$ cat src/rtl/dataset_row_reader_pkg.sv
// Shared definitions for the dataset load/read path.
// Holds the row geometry (slot width, feature count, RAM row and address
// widths), the reader FSM state encoding and the slot-offset helper that
// maps (feat, feature index) to the RAM slot holding that feature.
package dataset_row_reader_pkg;

  localparam int ADDR_WIDTH   = 12;
  localparam int MAX_FEATURES = 15;
  localparam int LENGTH       = 16;
  localparam int DATA_WIDTH   = LENGTH * (MAX_FEATURES + 1);
  localparam int X_WIDTH      = LENGTH * MAX_FEATURES;
  localparam int RD_LAT       = 1;

  typedef enum logic [2:0] {
    S_IDLE    = 3'd0,
    S_ISSUE   = 3'd1,
    S_WAIT    = 3'd2,
    S_PRESENT = 3'd3,
    S_DONE    = 3'd4
  } state_t;

  // Features are packed against the target slot: feature i of a row with
  // feat features lives in slot 15-feat+i. Only meaningful for i < feat,
  // where the 4-bit result cannot wrap.
  function automatic logic [3:0] slot_idx(input logic [3:0] feat, input logic [3:0] i);
    logic [3:0] s;
    s = 4'd15 - feat + i;
    return s;
  endfunction

endpackage

$ cat src/rtl/dataset_row_reader_row_unpack.sv
// row_unpack: combinational unpack of one 256-bit dataset row.
// Ports:
//   row   - raw RAM row, slot s at bits [16s+15:16s]
//   feat  - number of valid features (0..15)
//   x_vec - feature i at bits [16i+15:16i], zero for i >= feat
//   y     - target value (slot 15)
module row_unpack
  import dataset_row_reader_pkg::*;
(
  input  logic [DATA_WIDTH-1:0] row,
  input  logic [3:0]            feat,
  output logic [X_WIDTH-1:0]    x_vec,
  output logic [LENGTH-1:0]     y
);

  always_comb begin
    x_vec = '0;
    for (int i = 0; i < MAX_FEATURES; i++) begin
      if (i < int'(feat)) begin
        x_vec[i*LENGTH +: LENGTH] = row[slot_idx(feat, 4'(i))*LENGTH +: LENGTH];
      end
    end
  end

  assign y = row[DATA_WIDTH-1 -: LENGTH];

endmodule

$ cat src/rtl/dataset_row_reader.sv
// dataset_row_reader: streams dataset rows 0..num_dp out of the dataset RAM,
// unpacked into (x_vec, y), over a valid/ready handshake, for one or more
// epochs.
// Ports:
//   CLK, RST_N            - clock, async active-low reset
//   start, abort          - pass start pulse (needs load_done), sync abort
//   load_done             - serial-load stage finished
//   num_dp, feat, epochs  - last row index, feature count, pass count (0 = 1)
//   ram_addr, ram_re      - RAM read port, ram_rdata valid one cycle after ram_re
//   x_vec, y, row_idx     - current output row
//   last_row, last_epoch  - output row is row num_dp / in the final pass
//   out_valid, out_ready  - output handshake
//   busy, done            - pass running / pass finished
//
// state     | meaning
// ----------+-----------------------------------------------
// S_IDLE    | waiting for start & load_done
// S_ISSUE   | ram_re high for one cycle at ram_addr
// S_WAIT    | RAM read in flight, row captured at cycle end
// S_PRESENT | out_valid high, waiting for out_ready
// S_DONE    | all passes emitted, done high
module dataset_row_reader
  import dataset_row_reader_pkg::*;
(
  input  logic                  CLK,
  input  logic                  RST_N,
  input  logic                  start,
  input  logic                  abort,
  input  logic                  load_done,
  input  logic [ADDR_WIDTH-1:0] num_dp,
  input  logic [3:0]            feat,
  input  logic [7:0]            epochs,
  output logic [ADDR_WIDTH-1:0] ram_addr,
  output logic                  ram_re,
  input  logic [DATA_WIDTH-1:0] ram_rdata,
  output logic [X_WIDTH-1:0]    x_vec,
  output logic [LENGTH-1:0]     y,
  output logic [ADDR_WIDTH-1:0] row_idx,
  output logic                  last_row,
  output logic                  last_epoch,
  output logic                  out_valid,
  input  logic                  out_ready,
  output logic                  busy,
  output logic                  done
);

  state_t                state;
  logic [7:0]            epoch;
  logic [7:0]            epoch_final;
  logic [3:0]            feat_r;
  logic [ADDR_WIDTH-1:0] num_dp_r;
  logic [X_WIDTH-1:0]    x_unp;
  logic [LENGTH-1:0]     y_unp;

  // A pass count of zero runs a single pass.
  assign epoch_final = (epochs == 8'd0) ? 8'd0 : epochs - 8'd1;

  row_unpack u_unpack (
    .row   (ram_rdata),
    .feat  (feat_r),
    .x_vec (x_unp),
    .y     (y_unp)
  );

  always_ff @(posedge CLK or negedge RST_N) begin
    if (!RST_N) begin
      state      <= S_IDLE;
      epoch      <= '0;
      feat_r     <= '0;
      num_dp_r   <= '0;
      ram_addr   <= '0;
      ram_re     <= 1'b0;
      x_vec      <= '0;
      y          <= '0;
      row_idx    <= '0;
      last_row   <= 1'b0;
      last_epoch <= 1'b0;
      out_valid  <= 1'b0;
      busy       <= 1'b0;
      done       <= 1'b0;
    end else if (abort) begin
      state     <= S_IDLE;
      ram_re    <= 1'b0;
      out_valid <= 1'b0;
      busy      <= 1'b0;
      done      <= 1'b0;
    end else begin
      case (state)
        S_IDLE, S_DONE: begin
          if (start && load_done) begin
            state    <= S_ISSUE;
            ram_addr <= '0;
            epoch    <= '0;
            feat_r   <= feat;
            num_dp_r <= num_dp;
            ram_re   <= 1'b1;
            busy     <= 1'b1;
            done     <= 1'b0;
          end
        end
        S_ISSUE: begin
          ram_re <= 1'b0;
          state  <= S_WAIT;
        end
        S_WAIT: begin
          x_vec      <= x_unp;
          y          <= y_unp;
          row_idx    <= ram_addr;
          last_row   <= (ram_addr == num_dp_r);
          last_epoch <= (epoch == epoch_final);
          out_valid  <= 1'b1;
          state      <= S_PRESENT;
        end
        S_PRESENT: begin
          if (out_ready) begin
            out_valid <= 1'b0;
            // Compare before incrementing so num_dp = 4095 never wraps.
            if (ram_addr != num_dp_r) begin
              ram_addr <= ram_addr + 1'b1;
              ram_re   <= 1'b1;
              state    <= S_ISSUE;
            end else if (epoch != epoch_final) begin
              ram_addr <= '0;
              epoch    <= epoch + 8'd1;
              ram_re   <= 1'b1;
              state    <= S_ISSUE;
            end else begin
              busy  <= 1'b0;
              done  <= 1'b1;
              state <= S_DONE;
            end
          end
        end
        default: begin
          state  <= S_IDLE;
          ram_re <= 1'b0;
          busy   <= 1'b0;
        end
      endcase
    end
  end

endmodule

$ cat config.mk
export PLATFORM = sky130hd
export DESIGN_NAME = dataset_row_reader
export DESIGN_NICKNAME = d
export VERILOG_FILES = /design/src/rtl/dataset_row_reader_pkg.sv /design/src/rtl/dataset_row_reader_row_unpack.sv /design/src/rtl/dataset_row_reader.sv
export SDC_FILE = /design/constraint.sdc
export NUM_CORES = 1
export LEC_CHECK = 0
export CORE_MARGIN = 10
export CORE_UTILIZATION = 45
export CTS_CLUSTER_SIZE = 30
export DETAILED_ROUTE_END_ITERATION = 12
export MAX_ROUTING_LAYER = met4
export PLACE_DENSITY = 0.76
export SYNTH_ARGS = -nofsm -noshare
export SYNTH_HDL_FRONTEND = slang
export SYNTH_SLANG_ARGS = --single-unit
$ cat constraint.sdc
create_clock -name CLK -period 4.2 [get_ports CLK]
set_input_delay 0.84 -clock CLK [delete_from_list [all_inputs] [get_ports CLK]]
set_output_delay 0.84 -clock CLK [all_outputs]
set_load 0.1 [all_outputs]
==> results_tabular.tex <==
\begin{tabular}{lr}
\hline
Metric & Value \\
\hline
\multicolumn{2}{l}{\textbf{Run status}} \\
\quad Run status & complete, no violations \\
\multicolumn{2}{l}{\textbf{Place}} \\
\quad Hpwl dp & 85050 um \\
\quad Final Wtd Congestion & 1.030 \\
\quad DP Worst Slack & 0.2894 ns \\
\quad Number of buffers added on ports & roughly 570 \\
\multicolumn{2}{l}{\textbf{Floorplanning}} \\
\quad Starting Density & 0.4528 \\
\quad Horizontal die dimension & $\sim$250 um \\
\quad Die Footprint & 60890 um2 \\
\quad Area of the core region & 51090 um2 \\
\quad Vertical extent of the die & 246.8 um \\
\quad Number of rows created at floorplan & 83 \\
\quad IO Pins & approximately 570 \\
\multicolumn{2}{l}{\textbf{STA}} \\
\quad Period minus WS final & 3.354 ns \\
\quad Setup clock skew after layout & 0.01277 ns \\
\quad Accumulated negative setup slack & 0 ns \\
\quad Unrepaired setup endpoints after global routing & no \\
\quad Final worst path period share & 0.7985 \\
\quad Relative slew margins & 0.1987 \\
\quad Smallest setup slack after layout & 0.8464 ns \\
\quad Final-report hold violation count & 0 \\
\quad Worst Tran Pin Value & 1.198 ns \\
\quad Count of endpoints failing setup in the final report & 0 \\
\quad Fmax achieved & 298.2 MHz \\
\quad Post-route worst hold slack & 0.2827 ns \\
\quad Max-slew violation total from the final report & 0 \\
\multicolumn{2}{l}{\textbf{Global route}} \\
\quad GRT Total Usage & 0.3594 \\
\quad Overflow after GRT & 0 \\
\quad Antenna violations before repair & 23 \\
\quad Wire length of the first global-routing pass & 154600 um \\
\quad Vias in the first global route & 21610 \\
\quad Largest net degree at the start of global routing & 145 \\
\multicolumn{2}{l}{\textbf{Clocking}} \\
\quad CTS clk-pin slew, worst paths & 0.06 ns \\
\quad Clock tree buffer depth & 3 \\
\quad Number of levels the H-tree was split into & 2 \\
\quad Buffers inserted by post-CTS timing repair & 0 \\
\quad CTS Root Cell & clkbuf\_16 \\
\quad Skew-Pair Late Insertion Delay & 0.58 ns \\
\quad Count of hold-fix buffers inserted at cts & 0 \\
\quad Clock tree from TritonCTS & done \\
\quad CTS buffer count & 38 \\
\quad CTS sink count & 313 \\
\quad Count of cells resized by post-cts repair & 0 \\
\multicolumn{2}{l}{\textbf{Finish}} \\
\quad Share of post-route cells with drive strength above 1 & 0.1697 \\
\quad Synthesis-to-finish area growth & 34.71\% \\
\quad Utilization of the core after routing & 0.6100 \\
\quad Filler cell count in the final layout & 4151 \\
\quad Number of nets in the layout & 2874 \\
\multicolumn{2}{l}{\textbf{Detailed routing}} \\
\quad Pre-Repair DR Iteration Count & 5 \\
\quad Wire length per cell after detailed routing & 32.82 um \\
\quad Number of DRC violations after detailed routing & 0 \\
\quad Via density per instance & 6.669 \\
\quad Number of nets with antenna violations after detailed routing & 0 \\
\quad Detailed Route WL & 108600 um \\
\quad DRC marker count from the first detailed-route iteration & 2936 \\
\quad Total via count after detailed routing & 22060 \\
\multicolumn{2}{l}{\textbf{Critical path}} \\
\quad Type of the setup path with the least slack & in2reg \\
\quad Sum of buffers and inverters on the critical path & 2 \\
\quad CP Cell Sequence & clkdlybuf4s50\_1 > inv\_1 > ha\_1 > nor3b\_2 > a21oi\_1 > xor2\_1 > a2111o\_1 > nor3b\_1 > nand3b\_1 > a311oi\_1 > nor2\_1 \\
\quad Worst Path Max Fanout & 8 \\
\quad Family with the most delay on the worst path & simple AND/OR/NAND/NOR gates \\
\quad Slowest cell on the critical path & clkdlybuf4s50\_1 \\
\quad Critical path data arrival time & 3.79 ns \\
\quad Critical Path Max Stage Delay & around 0.47 ns \\
\quad Required time of the worst setup path & approximately 4.6 ns \\
\quad Endpoint type of the worst setup path & register \\
\quad Critical path startpoint category & input port \\
\multicolumn{2}{l}{\textbf{Hold path}} \\
\quad Type of the most critical hold path & in2async \\
\multicolumn{2}{l}{\textbf{Yosys}} \\
\quad Post-Synthesis Mean Instance Area & $\sim$11 um2 \\
\quad Async set-or-reset flop fraction in the synthesized netlist & 1.000 \\
\quad Number of warnings issued by yosys & 0 \\
\quad Number of instances in the synthesized netlist & 2096 \\
\quad Leading register cell type out of synthesis & dfrtp\_1 \\
\quad Net count of the mapped netlist & approximately 2400 \\
\quad Post-synth EDFFs & 0 \\
\quad Portion of the post-synthesis area used by sequential elements & 0.3385 \\
\quad Number of unique standard cell types used by synthesis & 56 \\
\quad Flip-flop and latch count after synthesis & 313 \\
\quad Cell Area, Synth & between 20000 and 25000 um2 \\
\multicolumn{2}{l}{\textbf{Job}} \\
\quad Number of maximum-capacitance violations & 0 \\
\hline
\end{tabular}
-- per-layer routing --
layer	global-route usage	up-vias	wire [um]
li1	-	8987	-
met2	0.5181	1567	48280
met5	-	-	0
met3	0.1199	238	13940
met4	0.1636	0	5802
met1	0.4530	11270	40570
-- cells in the final DEF, fill, tap and decap left out, drive strengths merged, types with 7 or more instances in the layout --
cell / count
nor2: 45
clkbuf: 56
o21ai: 98
a32o: 128
dfrtp: 313
a22o: 81
bufinv: 7
diode: 24
mux2: 13
xnor2: 32
clkdlybuf4s50: 567
ha: 14
and3: 10
a21oi: 33
buf: 61
mux2i: 226
inv: 26
mux4: 272
nand2: 538
-- worst paths after layout --
check	start	end	slack (ns)	depth (start not counted)
worst max-delay path	epochs[0]	state[0]$_DFFE_PN0P_	0.85	11
worst min-delay path	RST_N	x_vec[62]$_DFFE_PN0P_	0.28	1
worst max register to register	feat_r[0]$_DFFE_PN0P_	x_vec[190]$_DFFE_PN0P_	1.02	7
worst min register to register	y[7]$_DFFE_PN0P_	y[7]$_DFFE_PN0P_	0.48	2
max in group asynchronous	RST_N	epoch[3]$_DFFE_PN0P_	2.87	2
min in group CLK	y[7]$_DFFE_PN0P_	y[7]$_DFFE_PN0P_	0.48	2
-- stage by stage --
stage | area (um2) | std cells
after floorplan | 23140 | 2096
after global placement | 29720 | 3214
after detailed placement | 29720 | 3214
after CTS | 31110 | 3284
after global routing | 31170 | 3308
final | 31170 | 3308
-- worst register-to-register path, cell delays in order (launching register included) --
cell	delay (ns)
dfrtp_4	0.45
buf_12	0.52
ha_1	0.45
xor2_4	0.16
buf_4	0.60
mux2i_1	0.50
mux2i_1	0.16
a22o_1	0.22
-- kinds of logic (layout without fill, tap and decap cells) --
group	Yosys count	after routing	synth area share
xor+xnor	37	37	0.01401
flops	313	313	0.3385
fa+ha+maj	14	14	0.007571
compound gates	360	360	0.1217
other cells	0	24	0
buf+inv	216	724	0.03575
mux	511	511	0.3689
simple gates	645	645	0.1136
-- layout make-up --
class	count	area [um2]	share of cell area
Multi-Input combinational cell	1567	14630	0.4694
Sequential cell	313	7843	0.2516
Timing Repair Buffer	628	6304	0.2022
Clock buffer	56	1132	0.03633
Tap cell	680	850.8	0.02730
Clock inverter	14	251.5	0.008069
Inverter	26	97.59	0.003131
Antenna cell	24	60.06	0.001927
-- cell usage after synthesis (all sizes together), types with 4 or more instances --
library cell	number	share of area
xnor2	32	0.012
xor2	5	0.0019
nand2b	4	0.0014
buf	50	0.0088
a32o	128	0.055
o21ai	98	0.021
mux2i	226	0.098
clkbuf	140	0.023
or2	4	0.0011
nand2	538	0.087
inv	24	0.0039
and3	10	0.0027
dfrtp	313	0.34
mux2	13	0.0063
nand4	4	0.0011
nor4	6	0.0024
nand3	5	0.0011
a21oi	33	0.0071
ha	14	0.0076
a22o	81	0.031
or3	4	0.0011
mux4	272	0.26
nor3b	5	0.0021
nor2b	6	0.0016
nor2	45	0.0073
nor3	5	0.0011
-- flip-flops by register name, summed over array words and instances, names as in the netlist --
register	cells
state	3
done	1
x_vec	240
ram_addr	12
out_valid	1
busy	1
last_epoch	1
ram_re	1
row_idx	12
epoch	8
last_row	1
y	16
num_dp_r	12
feat_r	4
Power is left out: the tool's default activity adds up to more than one toggle a clock period on the data nets, which glitch-free logic cannot reach.
